$ cat src/rtl/iq_demod_pkg.sv
// Shared types, mixer LUT and the round/saturate helper for the IQ downconverter.
// Optional feature macro: IQ_DEMOD_LPF_EN (see iq_demod_top).
package iq_demod_pkg;

  localparam int W_IN   = 5;
  localparam int W_OUT  = 5;
  localparam int W_COEF = 6;

  localparam int OUT_MAX = 2 ** (W_OUT - 1) - 1;
  localparam int OUT_MIN = -(2 ** (W_OUT - 1));

  typedef logic signed [W_IN-1:0]   sample_t;
  typedef logic signed [W_OUT-1:0]  out_t;
  typedef logic signed [W_COEF-1:0] coef_t;
  typedef logic signed [11:0]       acc_t;
  // FIR sum of up to four products needs two guard bits over acc_t.
  typedef logic signed [13:0]       acc_w_t;
  typedef logic [2:0]               phase_t;

  localparam phase_t PHASE_LAST = 3'd4;

  // exp(-j*2*pi*p/5) scaled by 29/32, Q0.5
  localparam coef_t COS_LUT [5] = '{6'sd29, 6'sd9, -6'sd23, -6'sd23, 6'sd9};
  localparam coef_t SIN_LUT [5] = '{6'sd0, 6'sd28, 6'sd17, -6'sd17, -6'sd28};

  // Round half up by 2^shift, then clamp to the output range.
  function automatic out_t sat_round_w(input acc_w_t a, input int unsigned shift);
    logic signed [14:0] t;
    logic signed [14:0] r;
    t = {a[13], a} + (15'sd1 <<< (shift - 1));
    r = t >>> shift;
    if (r > 15'(OUT_MAX)) begin
      sat_round_w = out_t'(OUT_MAX);
    end else if (r < 15'(OUT_MIN)) begin
      sat_round_w = out_t'(OUT_MIN);
    end else begin
      sat_round_w = r[W_OUT-1:0];
    end
  endfunction

  function automatic out_t sat_round(input acc_t a, input int unsigned shift);
    sat_round = sat_round_w({{2{a[11]}}, a}, shift);
  endfunction

endpackage

$ cat src/rtl/iq_demod_mixer.sv
// Registered complex multiply of one IF sample by the (C,S) LUT pair of its phase.
// Products are held between valid samples.
module iq_mixer
  import iq_demod_pkg::*;
(
  input  logic    clk,
  input  logic    rst,
  input  logic    valid_i,
  input  sample_t i_i,
  input  sample_t q_i,
  input  phase_t  phase_i,
  output logic    valid_o,
  output acc_t    mi_o,
  output acc_t    mq_o
);

  coef_t c_lut;
  coef_t s_lut;
  logic  valid_d, valid_q;
  acc_t  mi_d, mi_q;
  acc_t  mq_d, mq_q;

  // (I + jQ) * (C - jS): mI = I*C + Q*S, mQ = Q*C - I*S
  always_comb begin
    c_lut   = COS_LUT[phase_i];
    s_lut   = SIN_LUT[phase_i];
    valid_d = valid_i;
    mi_d    = mi_q;
    mq_d    = mq_q;
    if (valid_i) begin
      mi_d = acc_t'(i_i) * acc_t'(c_lut) + acc_t'(q_i) * acc_t'(s_lut);
      mq_d = acc_t'(q_i) * acc_t'(c_lut) - acc_t'(i_i) * acc_t'(s_lut);
    end
  end

  // Product and valid registers
  always_ff @(posedge clk or posedge rst) begin
    if (rst) begin
      valid_q <= 1'b0;
      mi_q    <= '0;
      mq_q    <= '0;
    end else begin
      valid_q <= valid_d;
      mi_q    <= mi_d;
      mq_q    <= mq_d;
    end
  end

  assign valid_o = valid_q;
  assign mi_o    = mi_q;
  assign mq_o    = mq_q;

endmodule

$ cat src/rtl/iq_demod_top.sv
// Low-IF (fs/5) to baseband complex downconverter.
// Pipeline: input capture + phase -> mixer -> [optional FIR] -> round/saturate.
// Define IQ_DEMOD_LPF_EN to insert a [1 2 1]/4 image-reject FIR (latency 3 instead of 2).
// Handshake: ADC_rdy_i is a one-cycle strobe qualifying I_IF/Q_IF; demod_iq_valid is a
// one-cycle strobe marking a new I_BB/Q_BB, which hold their value in between.
module iq_demod_top
  import iq_demod_pkg::*;
(
  input  logic    clk,
  input  logic    resetn,
  input  logic    ADC_rdy_i,
  input  sample_t I_IF,
  input  sample_t Q_IF,
  output logic    demod_iq_valid,
  output out_t    I_BB,
  output out_t    Q_BB
);

  phase_t  phase_d, phase_q;
  logic    s0_valid_d, s0_valid_q;
  sample_t s0_i_d, s0_i_q;
  sample_t s0_q_d, s0_q_q;
  phase_t  s0_ph_d, s0_ph_q;

  logic    mix_valid;
  acc_t    mix_i;
  acc_t    mix_q;

  logic    src_valid;
  out_t    src_i;
  out_t    src_q;

  logic    out_valid_d, out_valid_q;
  out_t    i_bb_d, i_bb_q;
  out_t    q_bb_d, q_bb_q;

  // Capture a sample with its phase on each strobe; phase steps 0..4 and wraps
  always_comb begin
    phase_d    = phase_q;
    s0_valid_d = ADC_rdy_i;
    s0_i_d     = s0_i_q;
    s0_q_d     = s0_q_q;
    s0_ph_d    = s0_ph_q;
    if (ADC_rdy_i) begin
      s0_i_d  = I_IF;
      s0_q_d  = Q_IF;
      s0_ph_d = phase_q;
      phase_d = (phase_q == PHASE_LAST) ? '0 : phase_q + 3'd1;
    end
  end

  // Input stage and phase counter registers
  always_ff @(posedge clk or posedge resetn) begin
    if (resetn) begin
      phase_q    <= '0;
      s0_valid_q <= 1'b0;
      s0_i_q     <= '0;
      s0_q_q     <= '0;
      s0_ph_q    <= '0;
    end else begin
      phase_q    <= phase_d;
      s0_valid_q <= s0_valid_d;
      s0_i_q     <= s0_i_d;
      s0_q_q     <= s0_q_d;
      s0_ph_q    <= s0_ph_d;
    end
  end

  iq_mixer u_mixer (
    .clk     (clk),
    .rst     (resetn),
    .valid_i (s0_valid_q),
    .i_i     (s0_i_q),
    .q_i     (s0_q_q),
    .phase_i (s0_ph_q),
    .valid_o (mix_valid),
    .mi_o    (mix_i),
    .mq_o    (mix_q)
  );

`ifdef IQ_DEMOD_LPF_EN
  acc_t   fir_d1_i_d, fir_d1_i_q, fir_d2_i_d, fir_d2_i_q;
  acc_t   fir_d1_q_d, fir_d1_q_q, fir_d2_q_d, fir_d2_q_q;
  acc_w_t fir_sum_i_d, fir_sum_i_q;
  acc_w_t fir_sum_q_d, fir_sum_q_q;
  logic   fir_valid_d, fir_valid_q;

  // [1 2 1] FIR advanced once per mixer sample; the /4 is folded into the final shift
  always_comb begin
    fir_valid_d = mix_valid;
    fir_d1_i_d  = fir_d1_i_q;
    fir_d2_i_d  = fir_d2_i_q;
    fir_d1_q_d  = fir_d1_q_q;
    fir_d2_q_d  = fir_d2_q_q;
    fir_sum_i_d = fir_sum_i_q;
    fir_sum_q_d = fir_sum_q_q;
    if (mix_valid) begin
      fir_d1_i_d  = mix_i;
      fir_d2_i_d  = fir_d1_i_q;
      fir_d1_q_d  = mix_q;
      fir_d2_q_d  = fir_d1_q_q;
      fir_sum_i_d = acc_w_t'(mix_i) + (acc_w_t'(fir_d1_i_q) <<< 1) + acc_w_t'(fir_d2_i_q);
      fir_sum_q_d = acc_w_t'(mix_q) + (acc_w_t'(fir_d1_q_q) <<< 1) + acc_w_t'(fir_d2_q_q);
    end
  end

  // FIR delay line and sum registers
  always_ff @(posedge clk or posedge resetn) begin
    if (resetn) begin
      fir_valid_q <= 1'b0;
      fir_d1_i_q  <= '0;
      fir_d2_i_q  <= '0;
      fir_d1_q_q  <= '0;
      fir_d2_q_q  <= '0;
      fir_sum_i_q <= '0;
      fir_sum_q_q <= '0;
    end else begin
      fir_valid_q <= fir_valid_d;
      fir_d1_i_q  <= fir_d1_i_d;
      fir_d2_i_q  <= fir_d2_i_d;
      fir_d1_q_q  <= fir_d1_q_d;
      fir_d2_q_q  <= fir_d2_q_d;
      fir_sum_i_q <= fir_sum_i_d;
      fir_sum_q_q <= fir_sum_q_d;
    end
  end

  assign src_valid = fir_valid_q;
  assign src_i     = sat_round_w(fir_sum_i_q, 7);
  assign src_q     = sat_round_w(fir_sum_q_q, 7);
`else
  assign src_valid = mix_valid;
  assign src_i     = sat_round(mix_i, 5);
  assign src_q     = sat_round(mix_q, 5);
`endif

  // Output registers update only on a new sample and hold otherwise
  always_comb begin
    out_valid_d = src_valid;
    i_bb_d      = i_bb_q;
    q_bb_d      = q_bb_q;
    if (src_valid) begin
      i_bb_d = src_i;
      q_bb_d = src_q;
    end
  end

  // Output stage registers
  always_ff @(posedge clk or posedge resetn) begin
    if (resetn) begin
      out_valid_q <= 1'b0;
      i_bb_q      <= '0;
      q_bb_q      <= '0;
    end else begin
      out_valid_q <= out_valid_d;
      i_bb_q      <= i_bb_d;
      q_bb_q      <= q_bb_d;
    end
  end

  assign demod_iq_valid = out_valid_q;
  assign I_BB           = i_bb_q;
  assign Q_BB           = q_bb_q;

endmodule

$ cat config.mk
export PLATFORM = sky130hd
export DESIGN_NAME = iq_demod_top
export DESIGN_NICKNAME = d
export VERILOG_FILES = /design/src/rtl/iq_demod_pkg.sv /design/src/rtl/iq_demod_mixer.sv /design/src/rtl/iq_demod_top.sv
export SDC_FILE = /design/constraint.sdc
export NUM_CORES = 1
export LEC_CHECK = 0
export CORE_MARGIN = 4
export CORE_UTILIZATION = 30
export CTS_BUF_LIST = sky130_fd_sc_hd__clkbuf_4 sky130_fd_sc_hd__clkbuf_8 sky130_fd_sc_hd__clkbuf_16
export CTS_CLUSTER_SIZE = 16
export DETAILED_ROUTE_END_ITERATION = 7
export GPL_TIMING_DRIVEN = 0
export SYNTH_ARGS = -nofsm -noshare
export SYNTH_HDL_FRONTEND = slang
export SYNTH_HIERARCHICAL = 1
export SYNTH_SLANG_ARGS = --single-unit
$ cat constraint.sdc
create_clock -name clk -period 4.9 [get_ports clk]
set_input_delay 1.225 -clock clk [delete_from_list [all_inputs] [get_ports clk]]
set_output_delay 1.225 -clock clk [all_outputs]
set_load 0.03 [all_outputs]
-- Word level (Yosys, flattened, before mapping)
Memory sizes are Yosys's and may differ from the RTL's.
Index checks and enable logic that the tools add are counted.
Widths: inputs -> output; s select.
- multipliers: 4
- order comparisons: 5
- mux-type cells: 9
- add/subtract/negate cells: 5
- bitwise gates (word level): 1
- eq/ne operators: 1
- operators with widths (kind ; number):
    $mul 5x6->11 ; 4
    $add 12x6->13 const B ; 2
    $mux 6 ; 4
    $mux 5 ; 4
    $gt 8x5->1 const B ; 2
    $lt 8x5->1 const B ; 2
    $add 12x12->12 ; 1
    $sub 12x12->12 ; 1
    $ge 4x4->1 const B ; 1
    $not 3->4 ; 1
    $add 3x1->3 const B ; 1
    $eq 3x3->1 const B ; 1
    $mux 3 ; 1
- bits in read-only memories: 96
- word-level logic and storage cells: 38
- input port bits: 13
- flip-flop bits (word level): 53
- memories: 2
- memory list (name ; depth ; bits a word ; read ports ; clocked after Yosys merged registers in ; wr ports ; RTL line ; source):
    (no name shown) ; 8 ; 6 ; 1 ; 0 ; 0 ; iq_demod_mixer.sv:26 ; s_lut = SIN_LUT[phase_i];
    (no name shown) ; 8 ; 6 ; 1 ; 0 ; 0 ; iq_demod_mixer.sv:25 ; c_lut = COS_LUT[phase_i];

-- Logic depth before layout (Yosys ltp)
Gate-level depths: netlist of run 1.
- depth in word-level cells: 6
- depth in mapped cells: 22
- mapped depth without buffers: 20

-- Modules after synthesis
The synthesis of run 1 kept the hierarchy.
- modules (own cells, without submodules) (module ; times used ; cells each ; area an instance (sq um)):
    iq_mixer ; 1 ; 587 ; 5680.4
    iq_demod_top ; 1 ; 143 ; 1453.9

-- Worst setup path after synthesis of run 1
No wires, ideal clock.
- path type: register to register
- from: register s0_ph_q[0]
- to: register u_mixer.mi_q[11], in the netlist u_mixer/mi_o[11]
- library setup time: 0.090 ns
- clock period less this slack: 5.323 ns
- buffers on the path: 1
- data arrival time: 5.232 ns
- setup slack: -0.423 ns
- cell stages (with the launch flop): 20
- required time: 4.810 ns
- cells stage by stage: dfrtp_1 > ha_1 > nor2_1 > nor2b_1 > fa_1 > inv_1 > fa_1 > inv_1 > fa_1 > fa_1 > inv_1 > fa_1 > inv_1 > ha_1 > clkbuf_1 > a21o_1 > a21oi_1 > a21oi_1 > or4b_1 > o221ai_1
- cells in the longest elaborated chain, start to end: 6
- elaborated cells on any way between the ends: 10
- ends and longest elaborated chain (item ; RTL line ; source):
    from (decl) ; iq_demod_top.sv:23 ; phase_t s0_ph_d, s0_ph_q;
    from (signal assigned) ; iq_demod_top.sv:65 ; s0_ph_q <= s0_ph_d;
    $not 3->4 (implied by the code) * ; iq_demod_mixer.sv:25, iq_demod_mixer.sv:26 ;
    $mem_v2 8x6 (on tied branches) ; n/a ;
    $mux 6 (on tied branches) (2 in a row) ; iq_demod_mixer.sv:25, iq_demod_mixer.sv:26 ;
    $mul 5x6->11 ; iq_demod_mixer.sv:31 ; mi_d = acc_t'(i_i) * acc_t'(c_lut) + acc_t'(q_i) * acc_t'(s_lut);
    $add 12x12->12 * ; iq_demod_mixer.sv:31 ;
    to (signal assigned) ; iq_demod_mixer.sv:44 ; mi_q <= mi_d;
    to (decl) ; iq_demod_mixer.sv:20 ; acc_t mi_d, mi_q;
Every way passes the cells marked *; elsewhere a longest branch is shown, timed or not. The select of a mux whose other input is x is not followed.
A chain may end at the register's enable or synchronous reset.

-- Worst setup path in the final report of run 1
- from: register s0_ph_q[1]
- to: register u_mixer.mq_q[10], in the netlist u_mixer/mq_o[10]
- cells in the longest elaborated chain, start to end: 6
- elaborated cells on any way between the ends: 10
- ends and longest elaborated chain (item ; RTL line ; source):
    $not 3->4 (implied by the code) * ; iq_demod_mixer.sv:25, iq_demod_mixer.sv:26 ;
    $mem_v2 8x6 (on tied branches) ; n/a ;
    $mux 6 (on tied branches) (2 in a row) ; iq_demod_mixer.sv:25, iq_demod_mixer.sv:26 ;
    $mul 5x6->11 ; iq_demod_mixer.sv:32 ; mq_d = acc_t'(q_i) * acc_t'(c_lut) - acc_t'(i_i) * acc_t'(s_lut);
    $sub 12x12->12 * ; iq_demod_mixer.sv:32 ;
    to (signal assigned) ; iq_demod_mixer.sv:45 ; mq_q <= mq_d;
    to (decl) ; iq_demod_mixer.sv:21 ; acc_t mq_d, mq_q;
Marked as above.

==> results.toml, run 1 <==
[outcome]
status = "finished with violations"
violations = "negative setup slack"

[die]
io_pins = 24
num_rows = 55
die_h_um = 159
placeableCoreArea_um2 = 22600
start_util_pct = 30.3
die_w_um = 159
die_area_um2 = 25300

[place]
dp_slack_ps = -714
gp_congestion = 0.786
dp.final_hpwl_um = 11800
port_buffers = 23

[critical_path]
max_stage_delay_ps = 550
timing.critical_path.required_ps = 5080
rrSetupSlack_ps = -150
cp.buffers_inverters = 5
worstRegToRegCells = 19
end_kind = "flip-flop"
timing.rr.start = "s0_ph_q[1]"
r2r-end = "u_mixer/mq_o[10]"
crit_fanout = 5
path_common_cell = "fa_1"
critPathTopFamily = "adder cells"
crit_type = "flip-flop to flip-flop"
path_cells = "inv_4 -> ha_4 -> nor2b_4 -> buf_4 -> and2_4 -> fa_1 -> ha_1 -> inv_1 -> fa_1 -> inv_1 -> fa_1 -> fa_1 -> inv_1 -> ha_4 -> a21o_1 -> a21oi_4 -> o21bai_4 -> a311o_1 -> o311ai_1"
critPathLaunchType = "flip-flop"
crit_slowest_cell = "fa_1"
cp.arrival_ps = 5240

[clock_network]
clock_path_buffers = 2
cts_tree = "done"
worstSkewPairLatency_ps = 300
clk_pin_slew_ps = 70
cts_max_level = 2
root_buffer = "clkbuf_16"
clkSinkCount = 45
cts-hold-fix-buffers = 0
cts_buffers = 5

[drt]
avgViaCountPerCell = 4.60
wl_um = 15100
drc = 0
via_count = 4881
firstDrtPassIters = 4
antenna_left = 0
wl_per_cell_um = 14.2
drt_iter0_markers = 322

[grt]
overflow = 0
grt_pass1_wl_um = 25300
grt_pass1_vias = 5173
grt.total_usage_pct = 12.0
grt_antenna_before_repair = 0
grt_start_max_net_pins = 29

[job]
max_cap_viol_count = 0

[synthesis]
synth_fp_nets = 906
syn_avg_cell_area_um2 = 9.59
synthCells = 714
yosys_warnings = 6
netlist_area_um2 = 6840

[sta]
hold_violations = 0
slew_violations = 0
setup_viol = 5
setup_ws_ps = -155
worst_slew_pin_slew_ps = 1200
rsz0062_at_grt = "true"
fmax_mhz = 198
skew_ps = 13.2
post-route-period-util_pct = 103
timing.hold.ws_ps = 517
slew_headroom_pct = 20.1
fin_crit_ps = 5050

[min_path]
hold_path.startpoint = "Q_BB[4]"
worstHoldEndpoint = "Q_BB[4]"
worstHoldPathType = "flip-flop to flip-flop"
hold_depth = 2

[layout]
num-fill-cells = 2274
nNetsFinal = 967
mostFrequentLayoutCell = "inv_1"
layout-drive-gt1-share_pct = 20.1
antenna_cells = 0
syn_to_final_growth_pct = 21.9
final_cell_mix = "170 x inv_1, 98 x fa_1, 59 x ha_1"
## flip-flops by register name, indices dropped and copies added (netlist names)
signal	flops
u_mixer/mi_o	8
Q_BB	5
s0_ph_q	3
s0_i_q	5
phase_q	3
I_BB	5
s0_q_q	5
s0_valid_q	1
u_mixer/valid_o	1
demod_iq_valid	1
u_mixer/mq_o	8
## metal layers
metal	global-route usage (%)	share of wire [%]	vias up	wire, um
met1	17.2	47	2420	7150
li1	-	-	2357	-
met2	19.2	46	92	7010
met5	0	0	-	0
met4	1.50	0.76	0	115
met3	2.98	5.5	12	833
## stage by stage
stage	std cells	cell area [um2]	utilization [%]	TNS [ps]
2_1_floorplan	714	6960	-	-42.9
3_3_place_gp	1022	7540	33.4	-4210
3_5_place_dp	1022	7540	33.4	-4510
4_1_cts	1056	8210	36.4	-215
5_1_grt	1061	8340	37.0	-2200
6_report	1061	8340	37.0	-547
## area by class of cell
cell class,count,area [um2],area share [%]
multi-input cells,470,5430,65.0
clock inverters,2,15.0,0.180
clock buffers,6,133,1.59
plain buffers,12,92.6,1.11
flip-flops and latches,45,1130,13.6
well taps,285,357,4.27
repair buffers,55,487,5.83
inverters,186,703,8.43
## repair_timing
action / 4_1_cts / 5_1_grt
hold endpoints to repair: 0 / 0
gates resized for setup: 73 / 26
buffers inserted: 27 / 5
gates cloned: 1 / 0
endpoints found under the setup margin: 12 / 11
pin swaps: 60 / 11
## worst max path at each step
| stage | slack, ps | start | depth (start not counted) | end |
|---|---|---|---|---|
| finish | -150 | s0_ph_q[1] | 19 | u_mixer/mq_o[10] |
| global route | -300 | s0_ph_q[0] | 19 | u_mixer/mi_o[11] |
| CTS | -100 | s0_ph_q[0] | 20 | u_mixer/mi_o[11] |
| detailed placement | -710 | s0_ph_q[2] | 16 | u_mixer/mi_o[11] |
| global placement | -640 | s0_ph_q[2] | 16 | u_mixer/mi_o[11] |
| floorplan | -40 | s0_ph_q[1] | 20 | u_mixer/mi_o[11] |
## worst min-delay path, stage by stage, from the launching register on
cell	delay, ps
dfrtp_1	370
inv_1	50
o21ai_0	60
Power of run 1 is left out: the tool's default activity adds up to more than one toggle a clock period on the data nets, which glitch-free logic cannot reach.
==> inputs of run 2 (changes only) <==
- SYNTH_HIERARCHICAL: 1 -> not set
- clock period: 4.9 -> 4.6 ns (I/O delays scaled with it)
==> results.toml, run 2 <==
[critical_path]
max_stage_delay_ps = 530
crit_slowest_cell = "fa_1"
crit_type = "flip-flop to flip-flop"
path_cells = "buf_4 -> nor2b_2 -> clkbuf_8 -> nand2_1 -> fa_1 -> fa_1 -> fa_1 -> inv_2 -> fa_2 -> buf_4 -> xor2_2 -> ha_1 -> nand2_1 -> o21ai_1 -> a41oi_2 -> buf_4 -> a21oi_1 -> xnor2_2 -> a21oi_1"
crit_fanout = 8
timing.critical_path.required_ps = 4760
critPathLaunchType = "flip-flop"
cp.arrival_ps = 4900
end_kind = "flip-flop"

[grt]
grt_start_max_net_pins = 41
globalRouteMet2Util_pct = 18.6
grt.busiest_layer = "met2"
met1_usage_pct = 16.9
overflow = 0
grt_use_met3_pct = 1.81
grt_pass1_vias = 4787
grt_pass1_wl_um = 23000
grt_antenna_before_repair = 0
grt.total_usage_pct = 11.6

[synthesis]
synth_fp_nets = 901
yosys_warnings = 0
synth.most_common_cell = "inv_1"
synthCells = 726
yosysTopAreaCellShare_pct = 21.6
syn_avg_cell_area_um2 = 8.95
synth_common_cells = "163 x inv_1, 92 x ha_1, 70 x fa_1"
synth_edf_count = 0
ys_seq_elements = 45
synthTopCellsByArea = "fa_1 22%, ha_1 18%, dfrtp_1 17%"
synth.distinct_cells = 47
synth.largest_area_cell = "fa_1"
netlist_area_um2 = 6500
yosysSeqAreaShare_pct = 17.3
async_flop_share_pct = 100
synth_flop_cell = "dfrtp_1"

[drt]
drc = 0
firstDrtPassIters = 4
wl_per_cell_um = 12.9
via_count = 4834
wl_um = 13700
avgViaCountPerCell = 4.56
drt_iter0_markers = 153
antenna_left = 0

[place]
dpl_cell_area_um2 = 7140
gp_congestion = 0.818
port_buffers = 23
dp.final_hpwl_um = 11000

[layout]
design_area_um2 = 7980
final_cell_mix = "157 x inv_1, 78 x ha_1, 67 x fa_1"
layout-drive-gt1-share_pct = 16.3
antenna_cells = 0
fin_util_pct = 37.7
nNetsFinal = 959
syn_to_final_growth_pct = 22.8
mostFrequentLayoutCell = "inv_1"

[clock_network]
root_buffer = "clkbuf_16"
cts_buffers = 5
clock_path_buffers = 2
clk_pin_slew_ps = 70
cts_tree = "done"
cts_max_level = 2
worstSkewPairLatency_ps = 300
clkSinkCount = 45

[die]
start_util_pct = 30.7
num_rows = 53
die_h_um = 155
die_area_um2 = 24100
die_w_um = 155
io_pins = 24
placeableCoreArea_um2 = 21200

[job]
max_cap_viol_count = 0

[sta]
rsz0062_at_grt = "true"
hold_violations = 0
fin_crit_ps = 4750
slew_violations = 0
worst_slew_pin_slew_ps = 593
setup_ws_ps = -145
skew_ps = 16.7
slew_headroom_pct = 60.5
post-route-period-util_pct = 103
fmax_mhz = 211
setup_viol = 9

[min_path]
worstHoldPathType = "flip-flop to flip-flop"

[outcome]
violations = "negative setup slack"
status = "finished with violations"
-- run 2: cell count changes in the layout (fill, tap and decap cells not counted), sizes merged, moves of 16 or more --
cell   delta
fa       -34
xnor2    +24
inv      -23
ha       +17
a21oi    +16
nor2     +16
-- run 2: worst max-delay path: cells and delay by family, from the launching register on --
| family | cells | cell delay, ps |
|---|---|---|
| adder cells (fa/ha/maj) | 5 | 2290 |
| AO/OA/AOI/OAI | 4 | 520 |
| flip-flops | 1 | 490 |
| XOR/XNOR | 2 | 290 |
| AND/OR/NAND/NOR | 3 | 290 |
| buffers and inverters | 5 | 740 |
-- run 2: layer usage --
layer | share of wire [%] | vias to the layer above | routed length, um
li1 | - | 2430 | -
met1 | 49 | 2332 | 6750
met2 | 46 | 66 | 6340
met3 | 3.6 | 6 | 496
met4 | 0.50 | 0 | 68
met5 | 0 | - | 0
-- run 2: cell type report --
cell class,instances,area (um2)
multi-input cells,505,5170
inverters,163,614
clock inverters,2,38.8
well taps,275,344
repair buffers,51,460
flip-flops and latches,45,1130
plain buffers,13,86.3
fillers,2143,13200
clock buffers,6,133
-- run 2: path summary, 6_finish.rpt --
check | start | end | slack [ps] | cells after the start
hold / removal | u_mixer.valid_o | demod_iq_valid | 400 | 0
setup / recovery | s0_ph_q[2] | u_mixer.mi_o[9] | -150 | 19
setup reg to reg | s0_ph_q[2] | u_mixer.mi_o[9] | -150 | 19
hold reg to reg | u_mixer.valid_o | demod_iq_valid | 400 | 0
max in group asynchronous | resetn | s0_ph_q[2] | 3060 | 3
min in group asynchronous | resetn | I_BB[3] | 1070 | 2
-- run 2: cell families (layout without fill, tap and decap cells) --
logic type | count (synthesis) | in the layout | share of synthesized area [%]
AO/OA/AOI/OAI | 117 | 117 | 11.4
AND/OR/NAND/NOR | 154 | 154 | 11.6
multiplexers | 15 | 15 | 2.56
buffers and inverters | 176 | 235 | 10.2
adder cells (fa/ha/maj) | 162 | 162 | 39.3
XOR/XNOR | 57 | 57 | 7.68
flip-flops | 45 | 45 | 17.3
-- run 2: per-stage QoR --
| stage | TNS [ps] | hold slack, ps | setup slack [ps] | cells |
|---|---|---|---|---|
| final | -965 | 402 | -145 | 1060 |
| after global routing | -2950 | 404 | -367 | 1060 |
| after floorplan | -33.7 | 370 | -21.8 | 726 |
| after global placement | -5090 | 375 | -568 | 1024 |
| after CTS | -1410 | 399 | -192 | 1052 |
| after detailed placement | -5740 | 383 | -619 | 1025 |
-- run 2: what timing repair did --
action,CTS,global route
setup endpoints to repair,13,13
gates cloned,1,1
setup buffers,18,7
gates resized for setup,51,47
hold buffers,0,0
pin swaps,32,38
Power of run 2 is left out for the same reason.
